### src/rtl/uart_tx_mmio.sv
// Memory-mapped 8N1 UART transmitter on the core's data-memory port: a 16-byte register window,
// a small TX FIFO and a programmable baud divider. Register reads are combinational.
module uart_tx_mmio #(
  parameter logic [31:0]      BASE_ADDR   = 32'hFFFF_0000,
  parameter int unsigned      FIFO_DEPTH  = 8,
  parameter int unsigned      DIV_W       = 16,
  parameter logic [DIV_W-1:0] DEFAULT_DIV = 16'd434
) (
  input  logic        clk,
  input  logic        reset,
  input  logic        memwrite,
  input  logic [31:0] memaddr,
  input  logic [31:0] memwritedata,
  output logic        sel,
  output logic [31:0] rdata,
  output logic        txd,
  output logic        irq
);

  localparam int unsigned AW = $clog2(FIFO_DEPTH);

  typedef enum logic [1:0] {StIdle, StStart, StData, StStop} state_e;

  state_e           r_state, w_state_d;
  logic [7:0]       r_shift, w_shift_d;
  logic [2:0]       r_bit, w_bit_d;
  logic [DIV_W-1:0] r_baud, w_baud_d;
  logic [DIV_W-1:0] r_div;
  logic [AW:0]      r_wptr, r_rptr;
  logic [7:0]       r_mem [FIFO_DEPTH];
  logic             r_ovf, r_en, r_irqen, r_irq;

  logic             w_wr, w_full, w_empty, w_busy, w_pop, w_push_req, w_push, w_tick;
  logic [1:0]       w_off;
  logic [AW:0]      w_count;
  logic [31:0]      w_count32;
  logic [3:0]       w_cnt4;
  logic [DIV_W-1:0] w_div_m1;
  logic             w_unused;

  assign sel        = memaddr[31:4] == BASE_ADDR[31:4];
  assign w_wr       = memwrite & sel;
  assign w_off      = memaddr[3:2];
  assign w_full     = (r_wptr[AW] != r_rptr[AW]) && (r_wptr[AW-1:0] == r_rptr[AW-1:0]);
  assign w_empty    = r_wptr == r_rptr;
  assign w_count    = r_wptr - r_rptr;
  assign w_count32  = 32'(w_count);
  assign w_cnt4     = (w_count32 > 32'd15) ? 4'hF : w_count32[3:0];
  assign w_busy     = r_state != StIdle;
  assign w_pop      = (r_state == StIdle) & r_en & ~w_empty;
  assign w_push_req = w_wr & (w_off == 2'd0);
  // A full FIFO still accepts a push when the head is popped on the same edge.
  assign w_push     = w_push_req & (~w_full | w_pop);
  assign w_div_m1   = (r_div == '0) ? '0 : r_div - DIV_W'(1);
  assign w_tick     = r_baud == '0;
  assign irq        = r_irq;
  assign w_unused   = ^{memaddr[1:0], memwritedata};

  always_comb begin
    w_state_d = r_state;
    w_shift_d = r_shift;
    w_bit_d   = r_bit;
    w_baud_d  = r_baud;
    unique case (r_state)
      StIdle: begin
        if (w_pop) begin
          w_state_d = StStart;
          w_shift_d = r_mem[r_rptr[AW-1:0]];
          w_bit_d   = 3'd0;
          w_baud_d  = w_div_m1;
        end
      end
      StStart: begin
        if (w_tick) begin
          w_state_d = StData;
          w_baud_d  = w_div_m1;
        end else begin
          w_baud_d  = r_baud - DIV_W'(1);
        end
      end
      StData: begin
        if (w_tick) begin
          w_shift_d = r_shift >> 1;
          w_baud_d  = w_div_m1;
          if (r_bit == 3'd7) begin
            w_state_d = StStop;
          end else begin
            w_bit_d   = r_bit + 3'd1;
          end
        end else begin
          w_baud_d  = r_baud - DIV_W'(1);
        end
      end
      StStop: begin
        if (w_tick) begin
          w_state_d = StIdle;
        end else begin
          w_baud_d  = r_baud - DIV_W'(1);
        end
      end
      default: w_state_d = StIdle;
    endcase
  end

  // Decoded straight from the state register so reset forces the line high without a clock.
  always_comb begin
    unique case (r_state)
      StStart: txd = 1'b0;
      StData:  txd = r_shift[0];
      default: txd = 1'b1;
    endcase
  end

  always_comb begin
    rdata = '0;
    if (sel) begin
      unique case (w_off)
        2'd0: rdata = '0;
        2'd1: rdata = {24'b0, w_cnt4, r_ovf, w_busy, w_empty, w_full};
        2'd2: rdata = 32'(r_div);
        2'd3: rdata = {30'b0, r_irqen, r_en};
        default: rdata = '0;
      endcase
    end
  end

  always_ff @(posedge clk or negedge reset) begin
    if (!reset) begin
      r_state <= StIdle;
      r_shift <= '0;
      r_bit   <= '0;
      r_baud  <= '0;
      r_div   <= DEFAULT_DIV;
      r_wptr  <= '0;
      r_rptr  <= '0;
      r_ovf   <= 1'b0;
      r_en    <= 1'b1;
      r_irqen <= 1'b0;
      r_irq   <= 1'b0;
    end else begin
      r_state <= w_state_d;
      r_shift <= w_shift_d;
      r_bit   <= w_bit_d;
      r_baud  <= w_baud_d;
      r_irq   <= r_irqen & w_empty & ~w_busy;
      if (w_push) r_wptr <= r_wptr + 1'b1;
      if (w_pop)  r_rptr <= r_rptr + 1'b1;
      if (w_wr && w_off == 2'd1 && memwritedata[3]) begin
        r_ovf <= 1'b0;
      end else if (w_push_req && !w_push) begin
        r_ovf <= 1'b1;
      end
      if (w_wr && w_off == 2'd2) r_div <= memwritedata[DIV_W-1:0];
      if (w_wr && w_off == 2'd3) begin
        r_en    <= memwritedata[0];
        r_irqen <= memwritedata[1];
      end
    end
  end

  always_ff @(posedge clk) begin
    if (w_push) r_mem[r_wptr[AW-1:0]] <= memwritedata[7:0];
  end

endmodule

### config.mk
export PLATFORM = sky130hd
export DESIGN_NAME = uart_tx_mmio
export DESIGN_NICKNAME = d
export VERILOG_FILES = /design/src/rtl/uart_tx_mmio.sv
export SDC_FILE = /design/constraint.sdc
export NUM_CORES = 1
export LEC_CHECK = 0
export ABC_AREA = 0
export CAP_MARGIN = 30
export CORE_MARGIN = 5
export CORE_UTILIZATION = 50
export DETAILED_ROUTE_END_ITERATION = 8
export GPL_TIMING_DRIVEN = 0
export PLACE_DENSITY_LB_ADDON = 0.1
export SLEW_MARGIN = 20
export SYNTH_ARGS = -nofsm -noshare
export SYNTH_HDL_FRONTEND = slang
export SYNTH_SLANG_ARGS = --single-unit
### constraint.sdc
create_clock -name clk -period 4.5 [get_ports clk]
set_clock_uncertainty 0.15 [all_clocks]
set_input_delay 0.9 -clock clk [delete_from_list [all_inputs] [get_ports clk]]
set_output_delay 0.9 -clock clk [all_outputs]
set_load 0.01 [all_outputs]
== After elaboration in Yosys (flattened, before gate mapping) ==
Memories as Yosys holds them, arrays and structs flattened.
Cells that the tools add are included.
Operators by class
  order comparisons: 1
  muxes and demuxes: 26
  add/subtract/negate cells: 6
  equal/unequal tests: 18
  $mul: 0
  reduce and logical (&&, ||, !) cells: 19
  bitwise gates (word level): 11
  divide/modulo/power cells: 0
  shifts and indexed selects: 0
Operators by type and width (count)
  32-bit one-hot mux with 4 select lines: 1
  16-bit two-way mux: 4
  16-bit one-hot mux with 3 select lines: 1
  16-bit logical NOT: 2
  32-bit two-way mux: 1
  16-bit by 1-bit subtractor with 16-bit output, second input constant: 2
  28-bit equality test, second input constant: 1
  8-bit two-way mux: 2
  8-bit one-hot mux with 2 select lines: 1
  2-bit inequality test, second input constant: 7
  2-bit two-way mux: 5
  3-bit two-way mux: 3
  4-bit by 1-bit adder with 4-bit output, second input constant: 2
  2-bit equality test, second input constant: 4
  2-bit one-hot mux with 4 select lines: 1
  1-bit bitwise AND: 7
  1-bit logical AND: 6
  3-bit one-hot mux with 2 select lines: 1
  2-bit nonzero test: 3
  5-bit AND reduction: 1
  2-bit by 1-bit equality test with 1-bit output, second input constant: 2
  4-bit equality test: 1
  4-bit greater-than comparator, second input constant: 1
  2-bit logical NOT: 2
  15 further kinds: 20
Word-level totals
  bits in latches: 0
  flip-flop bits (word level): 57
  output and inout port bits: 35
  bits of input ports: 67
  bits in writable memories: 64
  memories: 1
  memory bits (read-only): 0
Memory list
  r_mem: words 8, bits a word 8, rd ports 1, clocked after memory_dff 0, wr ports 1, RTL line 30  | logic [7:0] r_mem [FIFO_DEPTH];

== Longest topological paths before layout ==
Gate-level depths: netlist of run 1.
  depth in word-level cells: 9
  mapped depth: 11
  depth with buffers taken out: 8

== Worst setup path after synthesis of run 1 ==
Ideal clock, no wire load.
  kind: in2out
  from: input port memaddr[13]
  to: output port rdata[10]
  arrival time: 2486 ps
  stages: 6
  setup slack: 964 ps
  path through: nor4b_1 > nand4_1 > or4_4 > buf_2 > nor2b_1 > and2_1
On the way
  word-level cells in the longest chain between the ends: 2
RTL lines
  start, declared: RTL line 12  | input logic [31:0] memaddr,
  28-bit equality test: RTL line 41  | assign sel = memaddr[31:4] == BASE_ADDR[31:4];
  32-bit two-way mux: RTL line 116  | if (sel) begin
  end, declared: RTL line 15  | output logic [31:0] rdata,
Every way passes these cells.

== Worst setup path in the final report of run 1 ==
  from: input port memaddr[5]
  to: output port rdata[10]
Same word-level chain as after synthesis.

==> metrics.cfg, run 1 <==
[yosys]
netlist_area_mm2=0.00619
synth_top_cell_area_share_pct=31.1
synthArstFlopShare_pct=47.1
synth_area_per_cell_um2=12.0
synth_seq_cells=121
yosysSeqAreaShare_pct=54.2
synth_area_leader_cell=edfxtp_1
ys.flop_type=edfxtp_1
synth_edf_count=64
synth_area_leaders=edfxtp_1, dfrtp_1, mux4_2, ha_1, o21ai_0
syn_inst=514
synth.distinct_cells=64
synth_warnings=0

[global_routing]
grt_max_degree=32
overflow=0
grt_pass1_vias=4474
grt.total_usage_pct=20.2
grt_antenna_before_repair=0
grt_first_pass_wirelength_um=22700

[finish]
fin_util_pct=64.3
drive_above_1_share_pct=19.3
final_common_cell=clkdlybuf4s50_1
layout_common_cells=clkdlybuf4s50_1, edfxtp_1, dfrtp_1
antenna_cells=0
fillCellCount=951
nets=698
syn2layout_area_growth_pct=25.3

[floorplanning]
chipWidth_um=121
initial_core_util_pct=51.3
die_h_um=121
dieArea_mm2=0.0147
ios=102
fp.coreArea_mm2=0.0121
rows=40

[setup_path]
cp.required_ns=3.45
r2r-start=r_rptr[1]
reg2reg_to=r_mem[3][3]
worst_r2r_path_depth=10
r2r_slack_ns=0.90
path_max_fanout=12
critPathKind=input pin to primary output
arrival_ns=3.30
end_kind=primary output
cp-start-kind=input pin

[sta]
slew_viol_final=0
rsz0062_at_grt=false
fmax_mhz=230
finalCriticalPeriod_ns=4.35
hold_violations=0
relSlewSlack_pct=42.4
hold-worst-slack_ns=0.254
worstMarginPinSlew_ns=0.860
final-setup-viol-count=0
period_share_pct=96.8

[placement]
gp_congestion=0.877
port_buffers=67
dp.final_hpwl_um=10100

[routing]
routedWlPerCell_um=17.7
drtAntennaViolNets=0
wl_um=14100
via_count=4413
drc=0
via_per_inst=5.54
first_iter_violations=295
drt_pre_antenna_iters=5

[clock_tree]
cts_tree=yes
postCtsHoldBufs=0
post_cts_buffers=0
cts_resized=3
clock_sinks=121
max-clock-path-buffers=2
clockRootBuffer=clkbuf_16
cts_buffers=17
clkLatencyLatePin_ns=0.42
path_clk_slew_ns=0.06
htreeDepth=4

[min_path]
worstHoldPathType=input pin to async pin

[pwr]
p_seq_share_pct=46.1
p_switching_w=0.000596
swShare_pct=22.7
internal_power_w=0.00203
ir_drop_mv=0.270
combinationalPowerShare_pct=4.8
p_leak_nw=3.22
p_clk_share_pct=49.0
p_per_area_mw_per_mm2=339
power_w=0.00262

[outcome]
status=finished, final reports clean

[run]
cap_violations=0

-- kinds of logic after synthesis --
family / Yosys count / synth area share [%]
other: 1 / 0.0606
adder cells (fa/ha/maj): 16 / 3.36
flip-flops: 121 / 54.2
buffers and inverters: 53 / 4.51
XOR/XNOR: 23 / 3.26
AND/OR/NAND/NOR: 157 / 13.3
multiplexers: 44 / 11.4
AO/OA/AOI/OAI: 99 / 9.93
-- registers in the layout, indices dropped and copies added, names as in the netlist --
name,count
irq,1
r_baud,16
r_bit,3
r_div,16
r_en,1
r_irqen,1
r_mem,64
r_ovf,1
r_rptr,4
r_shift,8
r_state,2
r_wptr,4
-- power by group through the flow --
| stage | sequential (W) | combinational (W) | clock [W] |
|---|---|---|---|
| 2_1_floorplan | 0.00123 | 0.0000525 | 0 |
| 3_3_place_gp | 0.00123 | 0.000122 | 0 |
| 3_5_place_dp | 0.00123 | 0.000127 | 0 |
| 4_1_cts | 0.00121 | 0.000127 | 0.00131 |
| 5_1_grt | 0.00121 | 0.000140 | 0.00136 |
| 6_report | 0.00121 | 0.000127 | 0.00129 |
-- stage by stage --
step                setup TNS [ns]  std cells  cell area [um2]  setup WS, ns
global placement             -3.28        764             7130        -0.179
detailed placement           -1.30        765             7170        -0.173
floorplan                        0        529             6240         0.964
finish                           0        796             7750         0.145
global route                     0        796             7750        0.0109
CTS                              0        797             7750       0.00410
-- area by class of cell --
type,instances,area (um2),share of cell area (%)
sequential,121,3360,43.3
multi-input combinational,355,2650,34.2
timing repair buffer,68,688,8.88
clock buffer,17,425,5.49
tap,168,210,2.71
buffer,34,209,2.70
clock inverter,15,143,1.84
inverter,18,67.6,0.872
-- layer usage --
metal / share of wire [%] / global-route usage [%] / vias to the layer above
met4: 1.1 / 5.88 / 0
met5: 0 / 0 / -
met1: 44 / 27.3 / 2172
met3: 6.0 / 5.27 / 12
met2: 48 / 32.4 / 145
li1: - / - / 2084
-- worst max path at each step --
stage	from	endpoint	slack, ns	cells after the start
2_1_floorplan	memaddr[13]	rdata[10]	0.96	6
3_3_place_gp	memaddr[13]	rdata[15]	-0.18	8
3_5_place_dp	memaddr[13]	rdata[10]	-0.17	8
4_1_cts	r_rptr[1]	rdata[0]	0.004	10
5_1_grt	memaddr[12]	rdata[13]	0.01	7
6_report	memaddr[5]	rdata[10]	0.15	7
-- cells in the mapped netlist, types with 2 or more instances --
cell      count
edfxtp_1     64
dfrtp_1      51
nand2_1      41
nor2_1       36
o21ai_0      33
a21oi_1      23
buf_4        17
inv_1        17
nor3_1       17
mux4_2       16
ha_1         15
xor2_1       12
xnor2_1      11
a22oi_1      10
mux2_2       10
mux2_4       10
and2_1        9
clkbuf_1      8
mux2i_1       8
buf_2         7
nand3_1       7
nand4_1       7
dfstp_2       6
nor3b_1       6
nor4_1        6
a31oi_1       5
nand3b_1      4
o211ai_1      4
o31ai_1       4
and3_1        3
nor2b_1       3
o311ai_0      3
a21o_1        2
a31o_2        2
buf_1         2
o221ai_1      2
o22ai_1       2
or2_2         2
or3_1         2
or4_1         2
or4_4         2
-- worst max-delay path, stage by stage --
cell and delay (ns):
clkdlybuf4s50_1 0.40, nor4_1 0.29, nand4_1 0.13, or4_4 0.68, nor2b_4 0.21, and2_1 0.15
clkdlybuf4s50_1 0.54
No activity file was read; power rests on OpenSTA's default activity.
==> run 2, diff against run 1 <==
--- a/config.mk
+++ b/config.mk
@@ -11,6 +11,7 @@
 export CORE_UTILIZATION = 50
 export DETAILED_ROUTE_END_ITERATION = 8
 export GPL_TIMING_DRIVEN = 0
+export HOLD_SLACK_MARGIN = 0.06
 export PLACE_DENSITY_LB_ADDON = 0.1
 export SLEW_MARGIN = 20
 export SYNTH_ARGS = -nofsm -noshare
==> results of run 2 <==
Same layout as run 1: the final DEF is identical, and so are final timing and power.
